`config.mk`:
```
export PLATFORM = sky130hd
export DESIGN_NAME = tx_clk_rwds_dq
export DESIGN_NICKNAME = d
export VERILOG_FILES = /design/src/rtl/hyper_tx_pkg.sv /design/src/rtl/tx_clk_rwds_dq.sv
export SDC_FILE = /design/constraint.sdc
export NUM_CORES = 1
export LEC_CHECK = 0
export BUFFER_PORTS_ARGS = -buffer_cell sky130_fd_sc_hd__buf_2
export CORE_MARGIN = 1
export CORE_UTILIZATION = 30
export CTS_BUF_LIST = sky130_fd_sc_hd__clkbuf_8
export CTS_CLUSTER_SIZE = 8
export DETAILED_ROUTE_END_ITERATION = 10
export SYNTH_ARGS = -nofsm -noshare
export SYNTH_HDL_FRONTEND = slang
export SYNTH_SLANG_ARGS = --single-unit
```
`constraint.sdc`:
```
create_clock -name clk_rwds -period 2.6 [get_ports clk_rwds]
set_clock_uncertainty 0.05 [all_clocks]
set_input_delay 0.39 -clock clk_rwds [delete_from_list [all_inputs] [get_ports clk_rwds]]
set_output_delay 0.39 -clock clk_rwds [all_outputs]
set_load 0.005 [all_outputs]
```
`src/rtl/hyper_tx_pkg.sv`:
```
// -----------------------------------------------------------------------------
// hyper_tx_pkg
// Shared types and constants for the HyperBus-style transmit data path.
//   state_t      : transmit sequencer states
//   MEM_SEL_X16  : mem_sel encoding that selects the 16-bit (x16) device width
//   x8_lane()    : places one byte on the lower DQ lane with the upper lane zeroed
// -----------------------------------------------------------------------------
package hyper_tx_pkg;

    typedef enum logic [1:0] {
        IDLE    = 2'd0,
        DATA    = 2'd1,
        DATA_LO = 2'd2,
        TAIL    = 2'd3
    } state_t;

    localparam logic [1:0] MEM_SEL_X16 = 2'b11;

    // In x8 mode only the low byte lane carries data; the upper lane is driven 0.
    function automatic logic [15:0] x8_lane(input logic [7:0] data_byte);
        return {8'h00, data_byte};
    endfunction

endpackage

```
`src/rtl/tx_clk_rwds_dq.sv`:
```
// -----------------------------------------------------------------------------
// tx_clk_rwds_dq
// Converts a stream of 32-bit source words into DDR beats (rising/falling half)
// on the DQ and RWDS lines of a HyperBus-style memory write burst.
//
// Ports
//   clk_rwds            : gated transmit clock, all state on rising edge
//   resetReadModule     : asynchronous, active-high reset
//   mem_sel_i           : 2'b11 = x16 (one word per beat), else x8 (two beats per word)
//   start_i             : one-cycle burst start request (ignored while busy)
//   burst_len_i         : number of source words, sampled with start_i
//   src_valid_i/ready_o : word source handshake, with src_data_i / src_strb_i
//   dq_pedge_o/nedge_o  : data for the rising / falling half of the next beat
//   rwds_pedge_o/nedge_o: per-lane write mask (1 = masked)
//   oe_o                : output enable, high from first beat through TAIL
//   busy_o              : burst in progress
//   done_o              : one-cycle completion pulse
//   clk_req_o           : clock request, low only while stalled waiting for a word
// -----------------------------------------------------------------------------
module tx_clk_rwds_dq
    import hyper_tx_pkg::*;
#(
    parameter int BURST_W = 16
) (
    input  logic               clk_rwds,
    input  logic               resetReadModule,
    input  logic [1:0]         mem_sel_i,
    input  logic               start_i,
    input  logic [BURST_W-1:0] burst_len_i,
    input  logic               src_valid_i,
    output logic               src_ready_o,
    input  logic [31:0]        src_data_i,
    input  logic [3:0]         src_strb_i,
    output logic [15:0]        dq_pedge_o,
    output logic [15:0]        dq_nedge_o,
    output logic [1:0]         rwds_pedge_o,
    output logic [1:0]         rwds_nedge_o,
    output logic               oe_o,
    output logic               busy_o,
    output logic               done_o,
    output logic               clk_req_o
);

    localparam logic [BURST_W-1:0] CNT_ZERO = {BURST_W{1'b0}};
    localparam logic [BURST_W-1:0] CNT_ONE  = {{(BURST_W-1){1'b0}}, 1'b1};

    state_t             state_r;
    logic [BURST_W-1:0] cnt_r;
    logic               x16_r;
    logic [15:0]        lo_data_r;
    logic [1:0]         lo_mask_r;
    logic               handshake_s;

    assign handshake_s = src_valid_i & src_ready_o;

    // Clock may be gated only while DATA is stalled on an empty source.
    assign clk_req_o = ~((state_r == DATA) & ~src_valid_i);

    // Burst sequencer with registered beat, mask and status outputs.
    always_ff @(posedge clk_rwds or posedge resetReadModule) begin
        if (resetReadModule) begin
            state_r      <= IDLE;
            cnt_r        <= CNT_ZERO;
            x16_r        <= 1'b0;
            lo_data_r    <= 16'h0000;
            lo_mask_r    <= 2'b11;
            dq_pedge_o   <= 16'h0000;
            dq_nedge_o   <= 16'h0000;
            rwds_pedge_o <= 2'b11;
            rwds_nedge_o <= 2'b11;
            oe_o         <= 1'b0;
            busy_o       <= 1'b0;
            done_o       <= 1'b0;
            src_ready_o  <= 1'b0;
        end else begin
            done_o <= 1'b0;
            case (state_r)
                IDLE: begin
                    if (start_i) begin
                        if (burst_len_i != CNT_ZERO) begin
                            state_r     <= DATA;
                            cnt_r       <= burst_len_i;
                            x16_r       <= (mem_sel_i == MEM_SEL_X16);
                            busy_o      <= 1'b1;
                            src_ready_o <= 1'b1;
                        end else begin
                            // Empty burst: acknowledge without ever enabling the bus.
                            done_o <= 1'b1;
                        end
                    end
                end

                DATA: begin
                    if (handshake_s) begin
                        cnt_r <= cnt_r - CNT_ONE;
                        oe_o  <= 1'b1;
                        if (x16_r) begin
                            dq_pedge_o   <= src_data_i[31:16];
                            dq_nedge_o   <= src_data_i[15:0];
                            rwds_pedge_o <= ~src_strb_i[3:2];
                            rwds_nedge_o <= ~src_strb_i[1:0];
                            if (cnt_r <= CNT_ONE) begin
                                state_r     <= TAIL;
                                src_ready_o <= 1'b0;
                            end else begin
                                state_r <= DATA;
                            end
                        end else begin
                            // Upper half goes out now; lower half waits one beat.
                            dq_pedge_o   <= x8_lane(src_data_i[31:24]);
                            dq_nedge_o   <= x8_lane(src_data_i[23:16]);
                            rwds_pedge_o <= {1'b1, ~src_strb_i[3]};
                            rwds_nedge_o <= {1'b1, ~src_strb_i[2]};
                            lo_data_r    <= src_data_i[15:0];
                            lo_mask_r    <= ~src_strb_i[1:0];
                            state_r      <= DATA_LO;
                            src_ready_o  <= 1'b0;
                        end
                    end
                end

                DATA_LO: begin
                    dq_pedge_o   <= x8_lane(lo_data_r[15:8]);
                    dq_nedge_o   <= x8_lane(lo_data_r[7:0]);
                    rwds_pedge_o <= {1'b1, lo_mask_r[1]};
                    rwds_nedge_o <= {1'b1, lo_mask_r[0]};
                    if (cnt_r == CNT_ZERO) begin
                        state_r <= TAIL;
                    end else begin
                        state_r     <= DATA;
                        src_ready_o <= 1'b1;
                    end
                end

                TAIL: begin
                    state_r     <= IDLE;
                    oe_o        <= 1'b0;
                    busy_o      <= 1'b0;
                    done_o      <= 1'b1;
                    src_ready_o <= 1'b0;
                end

                default: begin
                    state_r     <= IDLE;
                    cnt_r       <= CNT_ZERO;
                    oe_o        <= 1'b0;
                    busy_o      <= 1'b0;
                    src_ready_o <= 1'b0;
                end
            endcase
        end
    end

endmodule

```
# After elaboration in Yosys (flattened, before gate mapping)
# Index checks and enable logic that the tools add are counted.
# W data, S select, Z words.
word_totals:
  regBits: 77
  output_inout_bits: 41
  rom_bits: 0
  latchBits: 0
  mem_count: 0
  mem_bits_rw: 0
classes:
  n_lt_le_gt_ge: 1
  n_eq_ne: 9
  n_bitwise: 9
  shift: 0
  n_mul: 0
  div: 0
  n_reduce_logical: 15
  muxes: 36
  n_addsub: 1
op_table:
  columns: ["cell", "n"]
  rows:
  - ["$mux W16", 7]
  - ["$pmux W16 S2", 3]
  - ["$mux W2", 10]
  - ["$le A16 B1 Y1 const B", 1]
  - ["$logic_not A16 Y1", 1]
  - ["$reduce_bool A16 Y1", 1]
  - ["$sub A16 B1 Y16 const B", 1]
  - ["$reduce_and A3 Y1", 4]
  - ["$mux W1", 9]
  - ["$ne A2 B2 Y1 const B", 4]
  - ["$pmux W2 S2", 2]
  - ["$pmux W2 S4", 1]
  - ["$reduce_bool A2 Y1", 4]
  - ["$eq A2 B2 Y1 const B", 3]
  - ["$pmux W1 S2", 3]
  - ["$not A1 Y1", 5]
  - ["$reduce_and A5 Y1", 1]
  - ["$not A2 Y2", 2]
  - ["$pmux W1 S4", 1]
  - ["$reduce_and A2 Y1", 2]
  - ["$reduce_and A4 Y1", 1]
  - ["$ne A3 B2 Y1 const B", 1]
  - ["$and A1 B1 Y1", 2]
  - ["$eq A2 B1 Y1 const B", 1]
  - ["$logic_not A2 Y1", 1]

# Logic depth before layout (Yosys ltp)
depth:
  word_depth: 5
  ltp_mapped: 9

# Worst setup path after synthesis
# OpenSTA, ideal clock, no wires.
synth_timing:
  path_kind: "reg-to-reg"
  from: "register state_r[0]"
  to: "register cnt_r[4]"
  path_stages_with_launch: 9
  t_arrival_ps: 1703
  path_slack_ps: 723
  period_less_slack_ps: 1877
  required_time_ps: 2426
  setup_ps: 124
  n_path_buf: 2
  path_cell_list: "dfrtp_1 > ha_1 > buf_2 > a21boi_0 > or2_2 > a2bb2oi_1 > buf_2 > a22oi_1 > nand2_1"
synth_via:
  elab_chain_len: 3
  elab_cells_between_ends: 8
  classes_between: "4 x eq/ne; 1 x mux; 3 x reduce/logical"
synth_lines:
  columns: ["element", "line", "source"]
  rows:
  - ["start, declared", "tx_clk_rwds_dq.sv:47", "state_t state_r;"]
  - ["start signal, assigned", "tx_clk_rwds_dq.sv:62", "state_r <= IDLE;"]
  - ["start signal, assigned", "tx_clk_rwds_dq.sv:81", "state_r <= DATA;"]
  - ["start signal, assigned", "tx_clk_rwds_dq.sv:103", "state_r <= TAIL;"]
  - ["$eq A2 B1 Y1 / $logic_not A2 Y1 (equally long branches)", "tx_clk_rwds_dq.sv:77", "case (state_r)"]
  - ["$ne A2 B2 Y1 (no source line) / $reduce_bool A2 Y1 (equally long branches)", null, null]
  - ["$reduce_and A4 Y1 (no source line)", null, null]
  - ["end signal, assigned", "tx_clk_rwds_dq.sv:82", "cnt_r <= burst_len_i;"]
  - ["end signal, assigned", "tx_clk_rwds_dq.sv:95", "cnt_r <= cnt_r - CNT_ONE;"]
  - ["end, declared", "tx_clk_rwds_dq.sv:48", "logic [BURST_W-1:0] cnt_r;"]
# Several ways; a longest one is shown, not always the timed one.
# A chain may end at the register's enable or synchronous reset.

# Worst setup path after layout
layout_timing:
  from: "register state_r[0]"
  to: "register src_ready_o"
layout_via:
  elab_chain_len: 3
  elab_cells_between_ends: 11
  classes_between: "8 x eq/ne; 1 x mux; 2 x reduce/logical"
layout_lines:
  columns: ["element", "line", "source"]
  rows:
  - ["$eq A2 B1 Y1, or another cell as far along", "tx_clk_rwds_dq.sv:77", null]
  - ["$ne A3 B2 Y1 (no source line) / $ne A2 B2 Y1 (equally long branches)", null, null]
  - ["$reduce_and A5 Y1 (no source line)", null, null]
  - ["end signal, assigned", "tx_clk_rwds_dq.sv:74", "src_ready_o <= 1'b0;"]
  - ["end signal, assigned", "tx_clk_rwds_dq.sv:85", "src_ready_o <= 1'b1;"]
  - ["end signal, assigned", "tx_clk_rwds_dq.sv:104", "src_ready_o <= 1'b0;"]
  - ["end, declared", "tx_clk_rwds_dq.sv:31", "output logic src_ready_o,"]
# Several ways; a longest one is shown, not always the timed one.

==> impl_summary.txt <==
----------------------------------------------------
[CTS]
  Root buffer cell ... clkbuf_8
  Post-CTS clock slew at the launch and capture registers of the worst setup and hold paths ... ~0.080 ns
  Gates resized, CTS repair ... 0
  Clock insertion delay at the later pin of the skew report ... 0.36 ns
  Maximum count of clock buffers along a single path ... 2
  Number of sinks driven by the clock tree ... 77
  Hold_buf cts ... 0
  Clock tree from TritonCTS ... yes
  Post-CTS setup repair buffer count ... 0
  Inserted Clock Buffers ... 9
  H-tree Lvls ... 3

[Worst hold path]
  Path type of the worst min-delay path ... input pin to asynchronous set/reset pin

[Power and ir drop]
  Sw Ratio ... 42.1%
  Relative contribution of sequential cells to total power ... 38.5%
  Relative contribution of the clock network to total power ... between 10% and 20%
  Leakage power summed over all cells ... 2.32 nW
  P_sw ... 0.00238 W
  Internal Pwr Total ... ~0.0033 W
  PD cells ... 1140 mW/mm^2
  Power consumption ... ~0.0056 W
  Relative contribution of combinational cells to total power ... 45.6%
  Peak supply drop ... 0.418 mV

[Run]
  Number of max-cap violations ... 0

[Logic synthesis]
  Sequential cell area fraction in the yosys report ... 48.0%
  Number of flops mapped to enable cells by yosys ... 0
  Predominant post-synthesis flop cell ... dfrtp_1
  Post-synthesis instance area ... between 0.004 and 0.005 mm^2
  Flops & latches, synth ... 77
  Synthesized net count ... 493
  Proportion of netlist area held by the largest area contributor ... 44.0%
  Ranking of synthesized cells by area ... dfrtp_1 (44%), nand2_1 (6.0%), o21ai_0 (5.1%)
  Biggest area consumer among synthesized cells ... dfrtp_1
  Syn avg cell area ... between 9 and 10 um^2
  Unique masters post-synth ... 52
  Synthesized instance count ... ~430
  Synth Warn # ... 0
  FFs w/ async S/R, synth ... 100%

[Final layout]
  Most common cell after layout, fill and taps aside ... buf_2
  Fraction of layout cells with a size suffix above 1 ... 30.9%
  Utilization of the core after routing ... 38.3%
  Post-route cell area ... 0.00493 mm^2
  Diodes inserted ... 0
  Commonest non-fill, non-tap cells in the layout ... buf_2 (98), dfrtp_1 (71), nand2_1 (64), o21ai_0 (41), nor2_1 (34)
  Count of filler cells inserted in the layout ... approximately 1300
  Growth of design area from synthesis to finish ... 22.3%
  Final net count ... 588

[Die]
  Die Ht ... about 120 um
  Boundary Pins ... 99
  Width of the chip ... 118 um
  Die footprint ... 0.0139 mm^2
  Area of the core ... 0.0129 mm^2
  Starting density of the core ... 31.3%
  Cell row count ... around 40

[STA]
  Crit share post-route ... 85.5%
  Max-Slew Margin vs Limit ... 31.7%
  Number of pins with negative max-slew slack in the final report ... 0
  Count of final hold-check violations ... 0
  Count of final setup violators ... 0
  Fin worst setup slack ... 0.378 ns
  Crit path time final ... between 2 and 2.5 ns
  Worst Max-Slew Pin Slew ... 1.02 ns
  Max Clock Freq ... 450 MHz
  Setup tns final ... 0 ns
  RSZ-0062 raised after global routing ... false

[Worst setup path]
  Cell type of the slowest stage on the worst timing path ... dfrtp_1
  Worst path top cell family by delay ... compound AO/OA/AOI/OAI gates
  Longest individual stage delay on the worst path ... ~0.44 ns
  Startpoint kind of the worst setup timing path ... flop
  Arrival time worst endpoint ... 2.39 ns
  CP Max Fanout ... 9
  Worst Path Buf+Inv ... 1
  Ordered list of cells on the worst path ... inv_1 > ha_1 > nand2_1 > a41oi_4 > o21a_1 > a21o_2 > o311ai_0
  Endpoint kind of the worst setup timing path ... flop
  Worst Path Required ... 2.77 ns
  Setup Crit Path Kind ... flop to flop

[Run status]
  Result of the run ... completed

[GRT]
  Residual overflow from global routing ... 0
  Via count of the first global-routing pass ... roughly 3500
  Initial antenna violation count ... 1
  Maximum number of pins on one net before global-route repair ... 49
  Aggregate global-route resource usage ... 16.4%
  First-pass GRT wire length ... 18000 um

[Placed design]
  Quantity of I/O buffers inserted on ports ... 98
  Standard cell area after detailed placement ... 0.00474 mm^2
  Dpl hpwl ... 7800 um
  GP Congestion ... roughly 0.80
  Pre-CTS setup slack ... a little over 0.4 ns

[Route]
  Final wirelength ... 10900 um
  Avg WL per Cell ... about 16 um
  Remaining number of nets flagged by the antenna check after routing ... 0
  Via density per instance ... a little over 5
  Detailed-router iteration count before antenna repair ... 4
  Number of design-rule violations left by the first detailed-router iteration ... 223
  Detailed-route DRC error count ... 0
  Routed vias ... 3548

----------------------------------------------------
## through the flow
| stage | cells | hold slack, ns |
|---|---|---|
| floorplan | 428 | 0.402 |
| global placement | 684 | 0.401 |
| detailed placement | 684 | 0.404 |
| global route | 700 | 0.0986 |
| finish | 700 | 0.0620 |
| CTS | 700 | 0.0900 |
## metal layers
metal  GRT usage (%)  part of all wire, %  vias up  wire (um)
met1            20.6                   45     1713       4890
met2            26.6                   47      112       5110
li1                -                    -     1710          -
met5               0                0.092        -         10
met4            5.21                  1.0        2        112
met3            5.43                  7.0       11        758
## synth_stat cells (2+ instances only)
| cell | n |
|---|---|
| dfrtp_1 | 71 |
| nand2_1 | 64 |
| o21ai_0 | 41 |
| nor2_1 | 34 |
| a21oi_1 | 29 |
| nand3_1 | 24 |
| mux2i_1 | 20 |
| mux2_2 | 16 |
| clkbuf_1 | 14 |
| inv_1 | 13 |
| a31oi_1 | 10 |
| nor3_1 | 10 |
| buf_2 | 7 |
| ha_1 | 7 |
| dfstp_2 | 6 |
| nor2b_1 | 6 |
| a21boi_0 | 4 |
| nor4_1 | 4 |
| nor4_4 | 4 |
| a211oi_1 | 3 |
| and3_1 | 3 |
| buf_1 | 3 |
| nand2b_1 | 3 |
| and2_1 | 2 |
| o211ai_1 | 2 |
| o21a_1 | 2 |
## cells by family (layout without fill, tap and decap cells)
family	after synthesis	in the layout	share of synthesized area [%]
multiplexers	36	36	9.43
buffers and inverters	38	138	3.94
AND/OR/NAND/NOR	161	161	19.8
flip-flops	77	77	48.0
AO/OA/AOI/OAI	109	109	16.7
adder cells (fa/ha/maj)	7	7	2.17
## power groups by stage
| stage | logic (W) | registers (W) | clock network, W |
|---|---|---|---|
| 2_1_floorplan | 0.00175 | 0.00214 | 0 |
| 3_3_place_gp | 0.00251 | 0.00217 | 0 |
| 3_5_place_dp | 0.00259 | 0.00219 | 0 |
| 4_1_cts | 0.00259 | 0.00218 | 0.000930 |
| 5_1_grt | 0.00290 | 0.00225 | 0.000973 |
| 6_report | 0.00258 | 0.00218 | 0.000893 |
## flip-flops by register name, indices dropped and copies added (netlist names)
register,cells
x16_r,1
rwds_nedge_o,2
dq_pedge_o,16
state_r,2
busy_o,1
cnt_r,16
done_o,1
oe_o,1
lo_data_r,16
dq_nedge_o,16
rwds_pedge_o,2
lo_mask_r,2
src_ready_o,1
## final timing paths
kind / start / endpoint / slack [ns] / depth (start not counted)
worst min-delay path: resetReadModule / cnt_r[7] / 0.06 / 2
min in group clk_rwds: src_strb_i[1] / rwds_nedge_o[1] / 0.12 / 2
worst max register to register: state_r[0] / src_ready_o / 0.38 / 7
worst min register to register: dq_pedge_o[14] / dq_pedge_o[14] / 0.43 / 2
max in group asynchronous: resetReadModule / dq_pedge_o[9] / 1.77 / 3
worst max-delay path: state_r[0] / src_ready_o / 0.38 / 7
## final cells by class
cell class                      count  area, um^2  share of cell area (%)
Clock buffer                       11         151                    3.07
Clock inverter                      5        42.5                   0.862
Inverter                           13        50.0                    1.01
Multi-Input combinational cell    313        1960                    39.6
Sequential cell                    77        1930                    39.2
Tap cell                          172         215                    4.36
Timing Repair Buffer              109         586                    11.9
Note: power is estimated with default switching activity, not from simulation.
